`src/rtl/cc1200_pkg.sv`:
```
// Shared definitions for the CC1200-style SPI responder: FSM encoding,
// command-strobe address window and header field positions.
package cc1200_pkg;

    typedef enum logic [1:0] {
        ST_IDLE   = 2'd0,
        ST_HEADER = 2'd1,
        ST_DATA   = 2'd2
    } spi_state_e;

    localparam int ADDR_W = 6;

    localparam logic [ADDR_W-1:0] STROBE_LO = 6'h30;
    localparam logic [ADDR_W-1:0] STROBE_HI = 6'h3D;

    localparam int HDR_RW_BIT    = 7;
    localparam int HDR_BURST_BIT = 6;
    localparam int HDR_ADDR_MSB  = 5;

    function automatic logic is_strobe(input logic [ADDR_W-1:0] a);
        return (a >= STROBE_LO) && (a <= STROBE_HI);
    endfunction

endpackage

```
`src/rtl/cc1200_sync.sv`:
```
// Two-flop synchronizer for an asynchronous input, with a third stage
// used only to detect rising and falling edges of the synchronized level.
module cc1200_sync (
    input  logic clk,
    input  logic rst,
    input  logic async_in,
    output logic sync_out,
    output logic rise,
    output logic fall
);

    logic [2:0] stages;

    // NOTE: flops use <= so each stage captures the pre-edge value of the previous one.
    always_ff @(posedge clk) begin
        if (rst) begin
            stages <= '0;
        end else begin
            stages <= {stages[1:0], async_in};
        end
    end

    assign sync_out = stages[1];
    assign rise     = stages[1] & ~stages[2];
    assign fall     = ~stages[1] & stages[2];

endmodule

```
`src/rtl/cc1200_spi_responder.sv`:
```
// SPI mode-0 responder: status byte on every header slot, register file
// with single/burst access, and command-strobe decoding.
module cc1200_spi_responder
    import cc1200_pkg::*;
#(
    parameter logic [3:0] STATUS_DEFAULT = 4'h0,
    parameter int         NUM_REGS       = 47
) (
    input  logic       clk,
    input  logic       rst,
    input  logic       sclk,
    input  logic       mosi,
    input  logic       cs_n,
    output logic       miso,
    output logic       miso_oe,
    input  logic [2:0] chip_state,
    input  logic       chip_rdy_n,
    output logic       strobe,
    output logic [5:0] strobe_addr,
    output logic       reg_we,
    output logic [5:0] reg_waddr,
    output logic [7:0] reg_wdata
);

    localparam logic [ADDR_W-1:0] LAST_ADDR = ADDR_W'(NUM_REGS - 1);

    logic sclk_rise, sclk_fall, sclk_level_unused;
    logic cs_level, cs_fall, cs_rise_unused;
    logic [1:0] mosi_ff;
    logic mosi_s;

    cc1200_sync u_sclk_sync (
        .clk      (clk),
        .rst      (rst),
        .async_in (sclk),
        .sync_out (sclk_level_unused),
        .rise     (sclk_rise),
        .fall     (sclk_fall)
    );

    // Resetting the cs_n stages low means a reset mid-frame produces no
    // falling edge, so the aborted frame is ignored until cs_n cycles.
    cc1200_sync u_cs_sync (
        .clk      (clk),
        .rst      (rst),
        .async_in (cs_n),
        .sync_out (cs_level),
        .rise     (cs_rise_unused),
        .fall     (cs_fall)
    );

    always_ff @(posedge clk) begin
        if (rst) begin
            mosi_ff <= '0;
        end else begin
            mosi_ff <= {mosi_ff[0], mosi};
        end
    end
    assign mosi_s = mosi_ff[1];

    spi_state_e        state, state_next;
    logic [2:0]        bit_cnt;
    logic [6:0]        rx_shift;
    logic [7:0]        tx_shift, tx_next;
    logic              load_pending;
    logic [ADDR_W-1:0] addr, addr_inc, hdr_addr;
    logic              is_read, is_burst, byte_done;
    logic [7:0]        rx_byte, hdr_rdata, inc_rdata, status_byte;
    logic [7:0]        regs [NUM_REGS];

    assign status_byte = {chip_rdy_n, chip_state, STATUS_DEFAULT};
    assign miso        = miso_oe & tx_shift[7];

    always_ff @(posedge clk) begin
        if (rst) begin
            state <= ST_IDLE;
        end else begin
            state <= state_next;
        end
    end

    always_comb begin
        // NOTE: every signal gets a default before any branch so no latch is inferred.
        state_next = state;
        rx_byte    = {rx_shift, mosi_s};
        hdr_addr   = rx_byte[HDR_ADDR_MSB:0];
        byte_done  = sclk_rise && (bit_cnt == 3'd7) && (state != ST_IDLE);
        addr_inc   = (addr == LAST_ADDR) ? '0 : addr + 6'd1;
        hdr_rdata  = (hdr_addr <= LAST_ADDR) ? regs[hdr_addr] : 8'h00;
        inc_rdata  = (addr_inc <= LAST_ADDR) ? regs[addr_inc] : 8'h00;

        if (cs_level) begin
            state_next = ST_IDLE;
        end else begin
            unique case (state)
                ST_IDLE:   if (cs_fall) state_next = ST_HEADER;
                ST_HEADER: if (byte_done && !is_strobe(hdr_addr)) state_next = ST_DATA;
                ST_DATA:   if (byte_done && !is_burst) state_next = ST_HEADER;
                default:   state_next = ST_IDLE;
            endcase
        end
    end

    always_ff @(posedge clk) begin
        if (rst) begin
            bit_cnt      <= '0;
            rx_shift     <= '0;
            tx_shift     <= '0;
            tx_next      <= '0;
            load_pending <= 1'b0;
            addr         <= '0;
            is_read      <= 1'b0;
            is_burst     <= 1'b0;
            miso_oe      <= 1'b0;
            strobe       <= 1'b0;
            strobe_addr  <= '0;
            reg_we       <= 1'b0;
            reg_waddr    <= '0;
            reg_wdata    <= '0;
            // NOTE: the register file must come up as all zeros, so it is cleared here and stays in flops.
            for (int i = 0; i < NUM_REGS; i++) regs[i] <= '0;
        end else begin
            strobe <= 1'b0;
            reg_we <= 1'b0;
            if (cs_level || state == ST_IDLE) begin
                bit_cnt      <= '0;
                rx_shift     <= '0;
                load_pending <= 1'b0;
                miso_oe      <= !cs_level && cs_fall;
                tx_shift     <= (!cs_level && cs_fall) ? status_byte : 8'h00;
            end else begin
                if (sclk_rise) begin
                    rx_shift <= rx_byte[6:0];
                    bit_cnt  <= bit_cnt + 3'd1;
                end
                if (byte_done) begin
                    load_pending <= 1'b1;
                    if (state == ST_HEADER) begin
                        is_read  <= rx_byte[HDR_RW_BIT];
                        is_burst <= rx_byte[HDR_BURST_BIT];
                        addr     <= hdr_addr;
                        if (is_strobe(hdr_addr)) begin
                            strobe      <= 1'b1;
                            strobe_addr <= hdr_addr;
                            tx_next     <= status_byte;
                        end else begin
                            tx_next <= rx_byte[HDR_RW_BIT] ? hdr_rdata : status_byte;
                        end
                    end else begin
                        if (!is_read && addr <= LAST_ADDR) begin
                            regs[addr] <= rx_byte;
                            reg_we     <= 1'b1;
                            reg_waddr  <= addr;
                            reg_wdata  <= rx_byte;
                        end
                        if (is_burst) begin
                            addr    <= addr_inc;
                            tx_next <= is_read ? inc_rdata : status_byte;
                        end else begin
                            tx_next <= status_byte;
                        end
                    end
                end else if (sclk_fall) begin
                    // The byte chosen at the 8th rise is presented on the following fall.
                    if (load_pending) begin
                        tx_shift     <= tx_next;
                        load_pending <= 1'b0;
                    end else begin
                        tx_shift <= {tx_shift[6:0], 1'b0};
                    end
                end
            end
        end
    end

endmodule

```
`config.mk`:
```
export PLATFORM = sky130hd
export DESIGN_NAME = cc1200_spi_responder
export DESIGN_NICKNAME = d
export VERILOG_FILES = /design/src/rtl/cc1200_pkg.sv /design/src/rtl/cc1200_sync.sv /design/src/rtl/cc1200_spi_responder.sv
export SDC_FILE = /design/constraint.sdc
export NUM_CORES = 1
export LEC_CHECK = 0
export ABC_AREA = 1
export CORE_ASPECT_RATIO = 0.7
export CORE_MARGIN = 2
export CORE_UTILIZATION = 30
export CTS_CLUSTER_DIAMETER = 60
export CTS_CLUSTER_SIZE = 24
export DETAILED_ROUTE_END_ITERATION = 10
export GPL_TIMING_DRIVEN = 0
export SYNTH_ARGS = -nofsm -noshare
export SYNTH_HDL_FRONTEND = slang
export SYNTH_SLANG_ARGS = --single-unit
```
`constraint.sdc`:
```
create_clock -name clk -period 4.01 [get_ports clk]
set_input_delay 0.401 -clock clk [delete_from_list [all_inputs] [get_ports clk]]
set_output_delay 0.401 -clock clk [all_outputs]
set_load 0.01 [all_outputs]
```
==> metrics.cfg, run 1 <==
[power]
power_density_nw_per_um2=391
peakVddDrop_uv=307
power.total_uw=13300
power.static_leakage_uw=0.0121

[yosys]
number_of_storage_elements_in_the_synthesis_netlist=580
synth_top_flop_cell=sky130_fd_sc_hd__edfxtp_1
synth_edf_count=512
synth_async_sr_flop_share_pct=0
synthCells=3211
synth_warnings=0
synth_area_per_cell_sq_um=8.93
netlist_area_sq_um=28700
synth.yosys.seq_area_share_pct=58.4
yosys.cell_types.count=43

[setup_path]
path_class=flop to flop
critical_path.n_buffers_inverters=3
worst_path_max_delay_cell=sky130_fd_sc_hd__a21oi_1
crit-reg2reg-capture=tx_next[0]
reg2reg_from=mosi_ff[1]
crit_end=tx_next[0]
worstSetupPathDepth=11
start_kind=flop
reg2regPathDepth=11
cp.required_ns=4.60
critical_path.max_stage_delay_ns=0.66
crit_path_cell_trace=buf_2 > clkbuf_1 > buf_2 > o21ai_0 > a21oi_1 > o21ai_0 > nand4_1 > nand3_1 > nand3_1 > a21boi_0 > a21oi_1
critPathMaxFanout=19
arrival_ns=4.87
worst_path_dominant_cell_family=compound AO/OA/AOI/OAI gates
critPathCaptureType=flop
r2r_slack_ns=-0.26
critPathLaunch=mosi_ff[1]

[layout]
fillers=9818
finish.utilization_pct=36.1
drive_above_1_share_pct=11.4
seqCellArea_sq_um=16700
num-nets-final=3468
flow.area_growth_from_synthesis_pct=18.9
multi_input_area_sq_um=11200

[cts]
tritoncts=done
clock_latency_ns=0.67
numCtsBuffers=47
clock_path_buffers=3
cts.root.buffer_cell=sky130_fd_sc_hd__clkbuf_16
htree_num_levels=2
tritoncts_num_sinks=580
clkTransAtPathRegs_ns=0.09

[placed_design]
detailedPlacementHpwl_mm=138
gp_congestion=1.06
placement.io_buffers=32
post-place-ws_ns=-3.40

[die]
placementRows=94
die_height_um=263
core_area_sq_um=94300
dieArea_sq_um=98100
num_io_pins=33
initial_core_util_pct=30.4
chipWidth_um=373

[timing]
worst_clock_skew_ns=0.0286
max-slew-margin-rel_pct=-8.71
tightestPinTransition_ns=1.63
setup-violations-final=47
final.period_utilization_pct=107
period_minus_slack_ns=4.27
timing_hold_violations_final=0
slew_viol_final=77
postLayoutSetupSlackWorst_ns=-0.264
timing.fmax_mhz=234

[drt]
vias=28923
antenna_violating_nets_post_route=0
drt-vias-per-instance=6.09
drc=0
drt_wl_total_mm=194
firstDrtPassIters=7
detail_route.wl_per_cell_um=40.8
drt_first_iter_violations=5759

[global_routing]
track_usage_pct=38.4
grt_first_pass_wirelength_mm=249
grt.overflow.total=0
largest_net_degree_at_the_start_of_global_routing=27
grt_pass1_vias=25327
number_of_antenna_violations_at_the_first_check_in_global_routing=23

[flow_run]
drv_cap=7

[min_path]
min-delay-path-class=input pin to flop

[run_status]
violations=max-capacitance violations, max-slew violations, negative setup slack
outcome=finished, violations left

worst register-to-register path: stages (launching register included):
cell and delay, ns:
sky130_fd_sc_hd__dfxtp_4 0.64, sky130_fd_sc_hd__buf_2 0.28, sky130_fd_sc_hd__clkbuf_1 0.33, sky130_fd_sc_hd__buf_2 0.63
sky130_fd_sc_hd__o21ai_0 0.19, sky130_fd_sc_hd__a21oi_1 0.66, sky130_fd_sc_hd__o21ai_0 0.36, sky130_fd_sc_hd__nand4_1 0.28
sky130_fd_sc_hd__nand3_1 0.11, sky130_fd_sc_hd__nand3_1 0.41, sky130_fd_sc_hd__a21boi_0 0.17, sky130_fd_sc_hd__a21oi_1 0.15
routing by layer:
| layer | GRT usage, % | vias to the layer above | wire, um |
|---|---|---|---|
| met2 | 49.8 | 2683 | 72100 |
| met1 | 54.5 | 14331 | 80400 |
| met4 | 15.2 | 10 | 9280 |
| met3 | 17.4 | 411 | 31700 |
| met5 | 1.40 | - | 234 |
| li1 | - | 11488 | - |
registers in the layout, indices dropped and copies added, names as in the netlist:
signal and count:
state 2, reg_waddr 6, strobe 1, regs 512, load_pending 1, miso_oe 1, mosi_ff 2, tx_shift 8
addr 6, is_read 1, reg_we 1, tx_next 8, u_cs_sync.stages 3, rx_shift 7, bit_cnt 3, strobe_addr 6
u_sclk_sync.stages 3, reg_wdata 8, is_burst 1
placed cells by master, fill, tap and decap left out, drive strengths merged:
cell	netlist	final
inv	168	194
mux2i	1	1
diode	0	10
a31oi	8	8
dfxtp	68	68
o21a	3	3
a22oi	58	58
a21oi	194	194
nor3	17	17
o22ai	26	26
ha	4	4
o21ai	239	239
a211oi	14	14
o221ai	2	2
nand3	290	290
conb	1	128
a221oi	8	8
clkinv	9	12
buf	43	84
a41oi	1	1
clkdlybuf4s15	0	7
clkinvlp	0	7
a22o	1	1
o21bai	3	3
o211ai	84	84
or2	1	1
clkdlybuf4s50	0	32
clkbuf	188	225
edfxtp	512	512
o2111ai	4	4
nor4	8	8
nor2	571	571
a21boi	5	5
bufinv	0	2
nand2	659	659
nand4	21	21
Yosys cell counts (26+ instances only):
library cell / number / area share [%]
sky130_fd_sc_hd__a21oi_1: 194 / 3.4
sky130_fd_sc_hd__nor2_1: 563 / 7.4
sky130_fd_sc_hd__nand2_1: 642 / 8.4
sky130_fd_sc_hd__inv_1: 159 / 2.1
sky130_fd_sc_hd__a22oi_1: 58 / 1.5
sky130_fd_sc_hd__o22ai_1: 26 / 0.57
sky130_fd_sc_hd__dfxtp_1: 68 / 4.7
sky130_fd_sc_hd__edfxtp_1: 512 / 54
sky130_fd_sc_hd__o211ai_1: 84 / 2.2
sky130_fd_sc_hd__clkbuf_1: 188 / 2.5
sky130_fd_sc_hd__o21ai_0: 239 / 4.2
sky130_fd_sc_hd__nand3_1: 289 / 5.0
logic make-up (layout without fill, tap and decap cells):
logic type / Yosys count / count (layout) / synth area share [%]
AND/OR/NAND/NOR: 1567 / 1567 / 22.7
flip-flops: 580 / 580 / 58.4
other: 1 / 138 / 0.0131
adder cells (fa/ha/maj): 4 / 4 / 0.175
AO/OA/AOI/OAI: 650 / 650 / 13.2
multiplexers: 1 / 1 / 0.0349
buffers and inverters: 408 / 563 / 5.49
power by group:
group          switching, uW  internal, uW
registers                156          6800
clock network           2910          2500
logic                    760           208
cell type report:
cell class,instances,area share [%]
clock buffers,49,3.47
diodes,10,0.0734
repair buffers,71,2.35
clock inverters,38,1.48
inverters,177,2.01
flip-flops and latches,580,49.1
well taps,1248,4.58
plain buffers,228,3.89
multi-input cells,2350,33.0
per-stage QoR:
stage | setup TNS, ns | instance area [sq um] | hold WS [ns] | std cells
final | -2.82 | 34100 | 0.248 | 4751
after global routing | -0.0159 | 34100 | 0.241 | 4742
after global placement | -1800.34 | 31000 | 0.395 | 4618
after CTS | -0.00968 | 33800 | 0.219 | 4737
after detailed placement | -1730.83 | 31200 | 0.401 | 4625
after floorplan | 0 | 29100 | 0.388 | 3338
worst min path at each step:
stage | start | cells after the start | slack, ns | endpoint
2_1_floorplan | mosi_ff[0] | 2 | 0.39 | mosi_ff[1]
3_3_place_gp | mosi_ff[0] | 2 | 0.40 | mosi_ff[1]
3_5_place_dp | u_sclk_sync.stages[0] | 2 | 0.40 | u_sclk_sync.stages[1]
4_1_cts | mosi | 3 | 0.22 | mosi_ff[0]
5_1_grt | mosi | 3 | 0.24 | mosi_ff[0]
6_report | mosi | 3 | 0.25 | mosi_ff[0]
what timing repair did:
action	in CTS	in global routing
hold buffers	0	0
pin swaps	11	3
gates resized for setup	279	55
setup endpoints to repair	799	354
gates cloned	0	0
setup buffers	26	6
Power figures use the tool's default switching activity.
==> inputs of run 2 (changes only) <==
--- a/config.mk
+++ b/config.mk
@@ -16,3 +16,4 @@
 export SYNTH_ARGS = -nofsm -noshare
 export SYNTH_HDL_FRONTEND = slang
 export SYNTH_SLANG_ARGS = --single-unit
+export TNS_END_PERCENT = 10
==> run 2 against run 1 <==
The run still ends with max-capacitance violations, max-slew violations, negative setup slack left. Total power about the same. Design area increased by 0.38%. Global-route usage unchanged. Non-clock buffer count decreased by 2. Via count increased by 0.65%. Sequential share of layout area decreased by 0.19 points. Die area unchanged. Worst setup slack improved by 0.027 ns. Sequential power about the same. Register-to-register slack improved by 0.03 ns. Critical endpoint is now tx_next[3]. Largest cell class unchanged.
==> metrics.cfg, run 2 (same netlist as run 1, synthesis figures left out) <==
[cts]
numCtsBuffers=47  ; unchanged
htree_num_levels=2  ; unchanged
clock_latency_ns=0.67  ; about the same
clkTransAtPathRegs_ns=0.10  ; was 0.09 ns
cts.root.buffer_cell=sky130_fd_sc_hd__clkbuf_16  ; unchanged
cts.hold.buffers_added=0  ; unchanged
tritoncts_num_sinks=580  ; unchanged
tritoncts=done  ; unchanged
clock_path_buffers=3  ; unchanged

[timing]
slew_viol_final=110  ; was 77
final.period_utilization_pct=106  ; was 107%
period_minus_slack_ns=4.25  ; was 4.27 ns
max-slew-margin-rel_pct=-12.2  ; was -8.71%
timing_hold_violations_final=0  ; unchanged
tns_ns=-1.88  ; was -2.82 ns
grt_setup_unrepaired=yes
timing.fmax_mhz=235  ; was 234 MHz
worst_clock_skew_ns=0.0339  ; was 0.0286 ns
postLayoutSetupSlackWorst_ns=-0.237  ; was -0.264 ns
setup-violations-final=39  ; was 47
timing.hold.ws_ns=0.246  ; was 0.248 ns
tightestPinTransition_ns=1.68  ; was 1.63 ns

[setup_path]
reg2regPathDepth=12  ; was 11
crit_end=tx_next[3]  ; was tx_next[0]
critPathLaunch=mosi_ff[1]  ; unchanged
start_kind=flop  ; unchanged
critPathCaptureType=flop  ; unchanged
critPathMaxFanout=20  ; was 19
r2r_slack_ns=-0.24  ; was -0.26 ns
arrival_ns=4.78  ; was 4.87 ns
crit-reg2reg-capture=tx_next[3]  ; was tx_next[0]
cp.required_ns=4.55  ; was 4.60 ns
reg2reg_from=mosi_ff[1]  ; unchanged
path_class=flop to flop  ; unchanged

[global_routing]
number_of_antenna_violations_at_the_first_check_in_global_routing=23  ; unchanged
grt.overflow.total=0  ; unchanged
track_usage_pct=38.4  ; unchanged
grt_first_pass_wirelength_mm=249  ; about the same
grt_pass1_vias=25308  ; was 25327
largest_net_degree_at_the_start_of_global_routing=27  ; unchanged

[run_status]
violations=max-capacitance violations, max-slew violations, negative setup slack  ; unchanged
outcome=finished, violations left  ; unchanged

[layout]
mostFrequentLayoutCells=sky130_fd_sc_hd__nand2_1, sky130_fd_sc_hd__nor2_1, sky130_fd_sc_hd__edfxtp_1, sky130_fd_sc_hd__nand3_1, sky130_fd_sc_hd__o21ai_0  ; unchanged
fillers=9802  ; was 9818
finish.cell_count_without_fillers=4756  ; was 4751
largest_register_ffs=512  ; unchanged
most_common_library_cell_in_the_layout_ignoring_fill_and_taps=sky130_fd_sc_hd__nand2_1  ; unchanged
flow.area_growth_from_synthesis_pct=19.3  ; was 18.9%
drive_above_1_share_pct=11.6  ; was 11.4%
num-nets-final=3467  ; was 3468
top_register=regs  ; unchanged

[drt]
drt_wl_total_mm=194  ; about the same
antenna_violating_nets_post_route=0  ; unchanged
drt-vias-per-instance=6.12  ; was 6.09
detail_route.wl_per_cell_um=40.9  ; was 40.8 um
vias=29111  ; was 28923
drt_first_iter_violations=6146  ; was 5759
firstDrtPassIters=8  ; was 7
drc=0  ; unchanged

[die]
initial_core_util_pct=30.4  ; unchanged
chipWidth_um=373  ; unchanged
num_io_pins=33  ; unchanged
die_height_um=263  ; unchanged
core_area_sq_um=94300  ; unchanged
placementRows=94  ; unchanged
dieArea_sq_um=98100  ; unchanged

[power]
peakVddDrop_uv=304  ; was 307 uV
power_density_nw_per_um2=390  ; was 391 nW/um^2
power.static_leakage_uw=0.0123  ; was 0.0121 uW

[placed_design]
detailedPlacementHpwl_mm=138  ; unchanged
place_inst=4625  ; unchanged
placement.io_buffers=32  ; unchanged
post-place-ws_ns=-3.40  ; unchanged
gp_congestion=1.06  ; unchanged

[flow_run]
drv_cap=11  ; was 7

[min_path]
min-delay-path-class=input pin to flop  ; unchanged

-- run 2: changes by cell type in the layout (fill, tap and decap cells not counted), moves of 4 or more --
cell | before | now
sky130_fd_sc_hd__diode_2 | 10 | 16
sky130_fd_sc_hd__nand2_4 | 9 | 25
sky130_fd_sc_hd__nand2_2 | 69 | 59
sky130_fd_sc_hd__nand2_1 | 579 | 572
sky130_fd_sc_hd__buf_2 | 13 | 17
-- run 2: layer usage --
metal | part of all wire, % | wire length, um | GRT usage (%)
met2 | 37 | 72300 | 49.8
met1 | 42 | 80700 | 54.3
met3 | 16 | 31500 | 17.5
met4 | 4.9 | 9570 | 15.3
met5 | 0.16 | 315 | 1.40
-- run 2: final cells by class --
type	count	area (sq um)	area share (%)
diodes	16	40.0	0.117
inverters	177	684	2.00
clock inverters	38	503	1.47
repair buffers	68	747	2.18
well taps	1248	1560	4.56
plain buffers	229	1340	3.92
clock buffers	49	1180	3.46
multi-input cells	2351	11400	33.3
flip-flops and latches	580	16700	49.0
-- run 2: repair_timing --
item                                    CTS  global route
pin swaps                                11             8
setup buffers                            25             4
resized for setup                       277           102
endpoints found under the setup margin  799           347
gates cloned                              0             1
-- run 2: metrics by stage --
| stage | utilization, % | total power, uW | area [sq um] |
|---|---|---|---|
| global route | 36.2 | 13500 | 34200 |
| global placement | 32.9 | 7940 | 31000 |
| finish | 36.3 | 13300 | 34200 |
| floorplan | - | 7430 | 29100 |
| detailed placement | 33.1 | 7930 | 31200 |
| CTS | 35.9 | 13200 | 33800 |
-- run 2: worst min-delay path by stage --
| stage | start | endpoint | depth (start not counted) |
|---|---|---|---|
| floorplan | mosi_ff[0] | mosi_ff[1] | 2 |
| finish | mosi | mosi_ff[0] | 3 |
| global placement | mosi_ff[0] | mosi_ff[1] | 2 |
| detailed placement | u_sclk_sync.stages[0] | u_sclk_sync.stages[1] | 2 |
| CTS | mosi | mosi_ff[0] | 3 |
| global route | mosi | mosi_ff[0] | 3 |
-- run 2: worst max-delay path: stages, from the launching register on --
cell and delay, ns:
sky130_fd_sc_hd__dfxtp_4 0.65, sky130_fd_sc_hd__buf_2 0.27, sky130_fd_sc_hd__clkbuf_2 0.41, sky130_fd_sc_hd__clkbuf_2 0.65, sky130_fd_sc_hd__nand2_1 0.13, sky130_fd_sc_hd__o211ai_1 0.11
sky130_fd_sc_hd__nand4_1 0.49, sky130_fd_sc_hd__nand3_1 0.27, sky130_fd_sc_hd__nand3_1 0.09, sky130_fd_sc_hd__nand2_1 0.41, sky130_fd_sc_hd__nand3_1 0.33, sky130_fd_sc_hd__a21oi_1 0.20
sky130_fd_sc_hd__a21oi_1 0.08
-- run 2: report_power, final --
part	internal, uW	switching (uW)	total, uW
combinational	206	764	969
sequential	6800	156	6960
clock	2500	2910	5410
total	9500	3830	13300
